`src/rtl/axis_sa_pkg.sv`:
```
// axis_sa shared types and width helpers.
// Keeps the systolic array and its downstream blocks agreeing on word width.
package axis_sa_pkg;

  localparam int SA_WX = 8;
  localparam int SA_WK = 8;
  localparam int SA_K  = 65536;

  function automatic int calc_wy(
    input int wx,
    input int wk,
    input int k
  );
    return wx + wk + $clog2(k);
  endfunction

  localparam int SA_WY = calc_wy(SA_WX, SA_WK, SA_K);

  typedef logic [SA_WY-1:0] sa_word_t;

  typedef enum logic {
    ST_EMPTY = 1'b0,
    ST_BUSY  = 1'b1
  } ds_state_e;

  function automatic int idx_w(input int n);
    return (n > 1) ? $clog2(n) : 1;
  endfunction

endpackage

```
`src/rtl/axis_y_downsizer.sv`:
```
// Splits each R-word AXIS beat from axis_sa into R/P beats of P words.
// Word 0 goes first; keep is sliced as-is, last rides the final sub-beat.
module axis_y_downsizer
  import axis_sa_pkg::*;
#(
  parameter int R  = 4,
  parameter int P  = 1,
  parameter int WY = SA_WY
) (
  input  logic            clk,
  input  logic            rst,
  input  logic            s_valid,
  output logic            s_ready,
  input  logic [R*WY-1:0] s_data,
  input  logic [R-1:0]    s_keep,
  input  logic            s_last,
  output logic            m_valid,
  input  logic            m_ready,
  output logic [P*WY-1:0] m_data,
  output logic [P-1:0]    m_keep,
  output logic            m_last
);

  localparam int N  = R / P;
  localparam int IW = idx_w(N);
  localparam logic [IW-1:0] IDX_LAST = IW'(N - 1);

  if ((R % P) != 0) begin : g_bad_p
    $error("axis_y_downsizer: P must divide R");
  end

  ds_state_e state_q, state_d;
  logic [IW-1:0] idx_q, idx_d;
  logic          last_q, last_d;

  logic [N-1:0][P*WY-1:0] data_q;
  logic [N-1:0][P-1:0]    keep_q;

  logic acc;
  logic out;
  logic at_end;
  logic load;

  assign at_end  = (idx_q == IDX_LAST);
  assign m_valid = (state_q == ST_BUSY);
  assign out     = m_valid && m_ready;

  // Reload on the final sub-beat so back-to-back beats leave no bubble.
  assign s_ready = !rst &&
                   ((state_q == ST_EMPTY) ||
                    (m_ready && at_end));
  assign acc     = s_valid && s_ready;

  assign m_data = data_q[idx_q];
  assign m_keep = keep_q[idx_q];
  assign m_last = last_q && at_end;

  always_comb begin
    state_d = state_q;
    idx_d   = idx_q;
    last_d  = last_q;
    load    = 1'b0;
    unique case (state_q)
      ST_EMPTY: begin
        if (acc) begin
          load    = 1'b1;
          idx_d   = '0;
          state_d = ST_BUSY;
        end
      end
      ST_BUSY: begin
        if (out) begin
          if (!at_end) begin
            idx_d = idx_q + IW'(1);
          end else begin
            idx_d = '0;
            if (acc) begin
              load = 1'b1;
            end else begin
              state_d = ST_EMPTY;
            end
          end
        end
      end
      default: begin
        state_d = ST_EMPTY;
        idx_d   = '0;
      end
    endcase
    if (load) begin
      last_d = s_last;
    end
  end

  always_ff @(posedge clk or posedge rst) begin
    if (rst) begin
      state_q <= ST_EMPTY;
      idx_q   <= '0;
      last_q  <= 1'b0;
    end else begin
      state_q <= state_d;
      idx_q   <= idx_d;
      last_q  <= last_d;
    end
  end

  always_ff @(posedge clk) begin
    if (load) begin
      data_q <= s_data;
      keep_q <= s_keep;
    end
  end

endmodule

```
`config.mk`:
```
export PLATFORM = sky130hd
export DESIGN_NAME = axis_y_downsizer
export DESIGN_NICKNAME = d
export VERILOG_FILES = /design/src/rtl/axis_sa_pkg.sv /design/src/rtl/axis_y_downsizer.sv
export SDC_FILE = /design/constraint.sdc
export NUM_CORES = 1
export LEC_CHECK = 0
export CAP_MARGIN = 25
export CORE_MARGIN = 10
export CORE_UTILIZATION = 49
export DETAILED_ROUTE_END_ITERATION = 7
export PLACE_DENSITY = 0.95
export SYNTH_ARGS = -nofsm -noshare
export SYNTH_HDL_FRONTEND = slang
export SYNTH_SLANG_ARGS = --single-unit
```
`constraint.sdc`:
```
create_clock -name clk -period 9.6 [get_ports clk]
set_input_delay 1.92 -clock clk [delete_from_list [all_inputs] [get_ports clk]]
set_output_delay 1.92 -clock clk [all_outputs]
set_load 0.02 [all_outputs]
```
==> impl_metrics.tcl, run 1 <==
set metrics [dict create \
    grt_first_pass_wirelength_um 17610 \
    grt_setup_unrepaired "false" \
    layout-area-overhead-vs-synth_pct 48.51 \
    clock_insertion_delay_worst_skew_ns 0.51 \
    worst_path_dominant_cell_family "buffers and inverters" \
    setup-violations-final 0 \
    p_int_w 0.001458 \
    cp.buffers_inverters 2 \
    cts.sinks 136 \
    largest_net_degree_at_the_start_of_global_routing 86 \
    power.net_switching_w 0.0005221 \
    worstPathArrival_ns 3.33 \
    critical_path_peak_fanout 4 \
    netlist-cell-type-count 18 \
    minimum_clock_period_ns 5.248 \
    global_route.usage.total_pct 16.45 \
    worst_setup_path_end_kind "output pin" \
    maxSlewHeadroom_pct 41.95 \
    wire_length_per_cell_um 22.69 \
    static-leakage-power_nw 2.488 \
    drv.max_cap_violation_count 0 \
    start_to_end_type_of_the_worst_setup_path "in -> out" \
    grt_antenna_before_repair 0 \
    synth-edff-count 132 \
    syn_area_mm2 0.005022 \
    swShare_pct 26.37 \
    fp.dieW_um 121.2 \
    detailedRoute.firstIterationViolations 247 \
    timing.critical_path.required_ns 7.68 \
    gp_routability_congestion 0.7336 \
    skew_ns 0.005742 \
    min_path_type "reg -> reg" \
    buffer_ports.inserted 172 \
    placement.cell_area_mm2 0.006850 \
    dieHeight_um 121.2 \
    routed-via-count 2675 \
    r2r_end "data_q[1]" \
    tritoncts "done" \
    yosysWarnings 0 \
    depth_of_the_worst_register_to_register_path 6 \
    via_count_of_the_first_global_routing_pass 3039 \
    root_buffer "clkbuf_8" \
    via_per_inst 5.125 \
    power.sequential.fraction_pct 39.6 \
    ys_async_sr_fraction_pct 2.941 \
    std_cell_rows 36 \
    reg2reg_slack_ns 6.90 \
    layout.cells.most_common "clkdlybuf4s50_1" \
    clk_pin_slew_ns 0.06 \
    drt_wl_total_um 11850 \
    clockBufferDepth 2 \
    synthesis.instances 190 \
    slowest_stage_delay_on_critical_path_ns 0.62 \
    post-cts-setup-buffers 0 \
    layout-drive-gt1-share_pct 16.20 \
    min_to "last_q" \
    post_synth.cell_area_avg_um2 26.43 \
    syn_nets 328 \
    share_of_the_cycle_needed_by_the_critical_path_after_routing_pct 54.67 \
    die_area_mm2 0.01470 \
    cp_startpoint_kind "input pin" \
    outcome "finished clean" \
    number_of_antenna_cells_inserted 0 \
    ctsHoldBuffers 0 \
    floorplan.initialDensity_pct 50.91 \
    cts_inserted_buffers 17 \
    final_nets 515 \
    design.core.area_mm2 0.009864 \
    hold_depth 1 \
    fin_tns_setup_ns 0 \
    antenna_violating_nets_post_route 0 \
    worst_path_max_delay_cell "clkdlybuf4s50_1" \
    synth_flop_cell "edfxtp_1" \
    vdd_drop_max_mv 0.1632 \
    timing_hold_violations_final 0 \
    synth-seq-cells 136 \
    htreeDepth 4 \
    first_pass_iters 4 \
    layout.cell_area.non_filler_mm2 0.007458 \
    most_repeated_library_cell_on_the_critical_path "clkdlybuf4s50_1" \
    power.clock.fraction_pct 31.9 \
    beginning_of_the_worst_hold_path "last_q" \
    power_w 0.001980 \
    grt_overflow 0 \
    p_per_area_mw_per_mm2 265.4 \
    detail_placement_hpwl_um 8476 \
    transition_at_the_pin_with_the_smallest_max_transition_slack_ns 0.8707 \
    combPwrFrac_pct 28.5 \
    pin_count 173 \
    postCtsResizedCells 0 \
    synth_seq_area_share_pct 80.92 \
    worst_r2r_startpoint "idx_q[0]" \
    remaining_drc_errors 0 \
    fmaxAchievable_mhz 190.5 \
    layout_common_cells "clkdlybuf4s50_1 (172), edfxtp_1 (132), mux4_2 (28), clkbuf_16 (16), mux4_1 (5)" \
    slew_viol_final 0 \
    crit_chain "clkdlybuf4s50_1 > a21boi_2 > nor2_1 > clkdlybuf4s50_1" \
]
## flip-flops by register name (all words and copies together) (netlist names)
name	count
data_q	128
idx_q	2
keep_q	4
last_q	1
m_valid	1
## metrics by stage
stage               hold WS [ns]  setup slack [ns]  util, %  instances
floorplan                 0.4723             1.654        -        190
global placement          0.4827             4.413    69.44        490
detailed placement        0.5217             4.376    69.44        490
CTS                       0.5348             4.382    75.33        521
global route              0.5398             4.260    75.61        522
finish                    0.5288             4.352    75.61        522
## worst max-delay path by stage
stage	end	start	depth (start not counted)
finish	s_ready	m_ready	4
global route	s_ready	m_ready	4
CTS	s_ready	m_ready	4
detailed placement	s_ready	m_ready	4
global placement	s_ready	m_ready	4
floorplan	last_q	m_ready	3
## synth_stat cells (all sizes together) (2+ instances only)
| cell type | number | area [um^2] |
|---|---|---|
| nor3b | 2 | 20.02 |
| dfrtp | 4 | 100.1 |
| mux4 | 33 | 762.0 |
| buf | 8 | 91.34 |
| nor2 | 2 | 7.510 |
| edfxtp | 132 | 3964 |
| a32o | 2 | 20.02 |
## logic make-up after synthesis
logic type	after synthesis	synth area share, %
buffers and inverters	9	1.893
DFF	136	80.92
muxes	34	15.40
AOI/OAI and AO/OA	5	0.8719
and+or+nand+nor	5	0.6728
adders and majority gates	1	0.2491
## per-layer routing
metal | share of wire, % | global-route usage [%] | vias to the layer above
met3 | 11 | 8.562 | 11
met4 | 1.2 | 5.216 | 0
li1 | - | - | 1200
met1 | 32 | 16.02 | 1335
met5 | 0 | 0 | -
met2 | 55 | 29.42 | 129
## area by class of cell
cell class | count | area, um^2
Sequential cell | 136 | 4066
Fill cell | 538 | 2406
Timing Repair Buffer | 176 | 1772
Multi-Input combinational cell | 45 | 869.6
Clock buffer | 20 | 425.4
Tap cell | 133 | 166.4
Clock inverter | 11 | 155.1
Inverter | 1 | 3.754
## power by group through the flow
stage                     logic (W)  registers [W]  clock network (W)
after floorplan            0.000373       0.000758                  0
after global placement     0.000553       0.000793                  0
after detailed placement   0.000566       0.000799                  0
after CTS                  0.000568       0.000788           0.000645
after global routing       0.000594       0.000795           0.000673
final                      0.000564       0.000783           0.000632
## worst reg2reg max path, cell delays in order, from the launching register on
cell      delay (ns)
dfrtp_2         0.67
buf_4           0.48
ha_1            0.33
a21boi_2        0.13
nor3b_4         0.19
buf_4           0.18
buf_16          0.33
Note: power is estimated with default switching activity, not from simulation.
==> inputs of run 2 (changes only) <==
Settings changed: CORE_UTILIZATION 49 to 45, PLACE_DENSITY 0.95 to 0.91.
Clock period 9.6 ns to 4.89 ns, I/O delays scaled along.
==> impl_metrics.tcl, run 2 (synthesized netlist as in run 1, its figures left out) <==
set metrics [dict create \
    fin_cells 527 \
    cts.sinks 136 \
    ctsHoldBuffers 0 \
    pin_count 173 \
    timing_hold_violations_final 0 \
    clockBufferDepth 2 \
    drv.max_cap_violation_count 0 \
    worst_path_max_delay_cell "dfrtp_2" \
    critical_path_peak_fanout 20 \
    registers.top_by_ff_count "data_q" \
    routed-via-count 2627 \
    static-leakage-power_nw 2.456 \
    antenna_violating_nets_post_route 0 \
    via_count_of_the_first_global_routing_pass 3005 \
    first_pass_iters 4 \
    detail_placement_hpwl_um 8216 \
    fmaxAchievable_mhz 262.2 \
    setup-violations-final 0 \
    htreeDepth 4 \
    crit_chain "buf_4 > mux4_2 > clkdlybuf4s50_1" \
    fin_tns_setup_ns 0 \
    grt_first_pass_wirelength_um 17080 \
    cp_startpoint_kind "flip-flop" \
    timing.critical_path.required_ns 3.91 \
    root_buffer "clkbuf_8" \
    via_per_inst 4.985 \
    maxSlewHeadroom_pct 39.85 \
    timing.critical_path.from "idx_q[0]" \
    slowest_stage_delay_on_critical_path_ns 0.76 \
    start_to_end_type_of_the_worst_setup_path "reg -> out" \
    worst_r2r_startpoint "idx_q[1]" \
    slew_viol_final 0 \
    grt_overflow 0 \
    dieHeight_um 125.6 \
    final_nets 515 \
    clk_pin_slew_ns 0.06 \
    tritoncts "done" \
    p_per_area_mw_per_mm2 509.5 \
    final_core_utilization_pct 67.92 \
    grt_setup_unrepaired "false" \
    transition_at_the_pin_with_the_smallest_max_transition_slack_ns 0.9022 \
    share_of_the_cycle_needed_by_the_critical_path_after_routing_pct 77.98 \
    layout.cells.most_common "clkdlybuf4s50_1" \
    fp.dieW_um 125.6 \
    layout-drive-gt1-share_pct 16.02 \
    worstPathArrival_ns 2.84 \
    min_path_type "reg -> reg" \
    floorplan.initialDensity_pct 46.13 \
    worst_setup_path_end_kind "output pin" \
    power_w 0.003767 \
    std_cell_rows 38 \
    minimum_clock_period_ns 3.813 \
    largest_reg_flops 128 \
    buffer_ports.inserted 172 \
    design.core.area_mm2 0.01089 \
    outcome "finished clean" \
    largest_net_degree_at_the_start_of_global_routing 73 \
    global_route.usage.total_pct 14.14 \
    detailedRoute.firstIterationViolations 283 \
    beginning_of_the_worst_hold_path "last_q" \
    vdd_drop_max_mv 0.3729 \
    postCtsResizedCells 0 \
    skew_ns 0.008025 \
    remaining_drc_errors 0 \
    cts_inserted_buffers 17 \
    die_area_mm2 0.01579 \
    number_of_antenna_cells_inserted 0 \
    drt_wl_total_um 11180 \
    place_inst 498 \
    wire_length_per_cell_um 21.21 \
    layout_common_cells "clkdlybuf4s50_1 (172), edfxtp_1 (132), mux4_2 (28), clkbuf_16 (16), mux4_1 (5)" \
    gp_routability_congestion 0.7515 \
    post-cts-setup-buffers 0 \
    grt_antenna_before_repair 0 \
    layout-area-overhead-vs-synth_pct 47.23 \
    clock_insertion_delay_worst_skew_ns 0.50 \
    largest_registers "data_q x128, keep_q x4, idx_q x2" \
]
run 2: cell types whose count changed in the layout (fill, tap and decap cells not counted), sizes merged:
cell      delta
bufinv       -2
clkinvlp     +1
clkbuf       -1
run 2: final timing paths:
check	to	slack, ns	cells after the start
worst max-delay path	m_data[17]	1.08	3
worst min-delay path	last_q	0.51	1
worst max register to register	data_q[70]	2.19	4
worst min register to register	last_q	0.51	1
max in group asynchronous	idx_q[0]	3.88	2
min in group asynchronous	m_valid	0.82	2
run 2: per-stage QoR:
step	hold slack [ns]	worst slack (ns)	area (um^2)
after floorplan	0.4722	-0.1122	5029
after global placement	0.4839	1.550	6865
after detailed placement	0.5092	1.516	6865
after CTS	0.5199	0.9722	7395
after global routing	0.5319	0.8588	7395
final	0.5100	1.077	7395
run 2: layout make-up:
class / instances / area [um^2]
Fill cell: 707 / 3493
Timing Repair Buffer: 176 / 1752
Clock inverter: 10 / 107.6
Inverter: 1 / 3.754
Tap cell: 140 / 175.2
Multi-Input combinational cell: 45 / 869.6
Sequential cell: 136 / 4065
Clock buffer: 19 / 421.7
run 2: metal layers:
metal	global-route usage, %	vias up	wire [um]
met3	6.753	11	1006
li1	-	1196	-
met5	0	-	0
met4	4.539	0	123
met2	22.90	125	5692
met1	16.26	1295	4354
run 2: worst max-delay path: cells and delay by family (launching register included):
family / cells / cell delay (ns)
buf+inv: 2 / 1.02
flops: 1 / 0.76
mux: 1 / 0.56
run 2: where the power goes:
group          internal (W)  switching, W  leakage [nW]  total, W
registers           0.00142     0.0000977          1.24   0.00152
clock network      0.000710      0.000430         0.257   0.00114
logic              0.000623      0.000488         0.957   0.00111
total               0.00275       0.00102          2.46   0.00377
==> inputs of run 3 (changes only) <==
Clock period 4.89 ns to 3.8 ns, I/O delays scaled along.
==> impl_metrics.tcl, run 3 (synthesized netlist as in run 1, its figures left out) <==
set metrics [dict create \
    postCtsResizedCells 0 \
    timing_hold_violations_final 0 \
    final_nets 516 \
    std_cell_rows 38 \
    dp_worst_setup_slack_ns 0.8887 \
    worstPathArrival_ns 2.65 \
    number_of_antenna_cells_inserted 0 \
    minimum_clock_period_ns 3.412 \
    static-leakage-power_nw 2.451 \
    htreeDepth 4 \
    gp_routability_congestion 0.7729 \
    grt_setup_unrepaired "false" \
    detail_placement_hpwl_um 8400 \
    via_count_of_the_first_global_routing_pass 2962 \
    clockBufferDepth 2 \
    root_buffer "clkbuf_8" \
    slew_viol_final 0 \
    worst_setup_path_end_kind "output pin" \
    registers.top_by_ff_count "data_q" \
    fin_cells 531 \
    drt_wl_total_um 11580 \
    share_of_the_cycle_needed_by_the_critical_path_after_routing_pct 89.80 \
    power_w 0.004772 \
    transition_at_the_pin_with_the_smallest_max_transition_slack_ns 0.8535 \
    tritoncts "done" \
    layout.cells.most_common "clkdlybuf4s50_1" \
    clock_insertion_delay_worst_skew_ns 0.52 \
    largest_net_degree_at_the_start_of_global_routing 68 \
    layout-drive-gt1-share_pct 16.11 \
    outcome "finished clean" \
    place_inst 499 \
    final.hold.worst_slack_ns 0.4926 \
    timing.critical_path.required_ns 3.04 \
    detailedRoute.firstIterationViolations 275 \
    cts_inserted_buffers 17 \
    fp.dieW_um 125.6 \
    maxSlewHeadroom_pct 43.10 \
    post-cts-setup-buffers 0 \
    cp_startpoint_kind "flip-flop" \
    vdd_drop_max_mv 0.6134 \
    die_area_mm2 0.01579 \
    largest_reg_flops 128 \
    pin_count 173 \
    ctsHoldBuffers 0 \
    buffer_ports.inserted 172 \
    first_pass_iters 5 \
    layout-area-overhead-vs-synth_pct 47.23 \
    design.core.area_mm2 0.01089 \
    via_per_inst 5.075 \
    drv.max_cap_violation_count 0 \
    grt_antenna_before_repair 0 \
    fmaxAchievable_mhz 293.0 \
    p_per_area_mw_per_mm2 645.3 \
    min_path_type "reg -> reg" \
    grt_first_pass_wirelength_um 17590 \
    critical_path_peak_fanout 35 \
    global_route.usage.total_pct 14.82 \
    grt_overflow 0 \
    floorplan.initialDensity_pct 46.13 \
    final_core_utilization_pct 67.92 \
    final_critical_path_setup_slack_ns 0.3876 \
    routed-via-count 2695 \
    dieHeight_um 125.6 \
    cts.sinks 136 \
    remaining_drc_errors 0 \
    wire_length_per_cell_um 21.80 \
    layout_common_cells "clkdlybuf4s50_1 (172), edfxtp_1 (132), mux4_2 (28), clkbuf_16 (16)" \
    largest_registers "data_q x128, keep_q x4, idx_q x2" \
    filler_cell_count 694 \
    antenna_violating_nets_post_route 0 \
    start_to_end_type_of_the_worst_setup_path "reg -> out" \
    skew_ns 0.008412 \
    setup-violations-final 0 \
    clk_pin_slew_ns 0.06 \
]
==> run 3: final timing paths <==
check	startpoint	to	slack (ns)	cells after the start
worst max-delay path	idx_q[1]	s_ready	0.39	4
worst min-delay path	last_q	last_q	0.49	1
worst max register to register	idx_q[1]	last_q	1.23	5
worst min register to register	last_q	last_q	0.49	1
max in group asynchronous	rst	idx_q[0]	2.98	2
min in group asynchronous	rst	m_valid	0.62	2
==> run 3: per-stage QoR <==
| step | TNS (ns) | cell area [um^2] |
|---|---|---|
| 2_1_floorplan | -109.29 | 5036 |
| 5_1_grt | 0 | 7395 |
| 4_1_cts | 0 | 7395 |
| 3_3_place_gp | 0 | 6907 |
| 3_5_place_dp | 0 | 6907 |
| 6_report | 0 | 7395 |
==> run 3: power breakdown <==
part / total (W) / leakage [nW] / switching (W) / internal [W]
Sequential: 0.00195 / 1.24 / 0.000121 / 0.00182
Combinational: 0.00147 / 0.975 / 0.000645 / 0.000825
Clock: 0.00136 / 0.234 / 0.000571 / 0.000786
Total: 0.00477 / 2.45 / 0.00134 / 0.00344
==> run 3: layer usage <==
| layer | up-vias | global-route usage [%] | share of wire, % |
|---|---|---|---|
| met5 | - | 0 | 0 |
| met4 | 0 | 5.691 | 0.88 |
| met3 | 8 | 7.341 | 11 |
| met2 | 133 | 22.68 | 48 |
| met1 | 1351 | 17.64 | 40 |
| li1 | 1203 | - | - |
==> run 3: final cells by class <==
class / count / area (um^2) / share of cell area, %
Sequential cell: 136 / 4066 / 54.99
Timing Repair Buffer: 177 / 1784 / 24.13
Multi-Input combinational cell: 45 / 877.1 / 11.86
Clock buffer: 21 / 429.2 / 5.804
Tap cell: 140 / 175.2 / 2.369
Clock inverter: 11 / 58.81 / 0.7953
Inverter: 1 / 3.754 / 0.05076
==> run 3: critical path, cell delays in order (launching register included) <==
cell and delay (ns):
dfrtp_2 0.92, ha_1 0.39, a21boi_4 0.10, nor2_1 0.10, clkdlybuf4s50_1 0.62
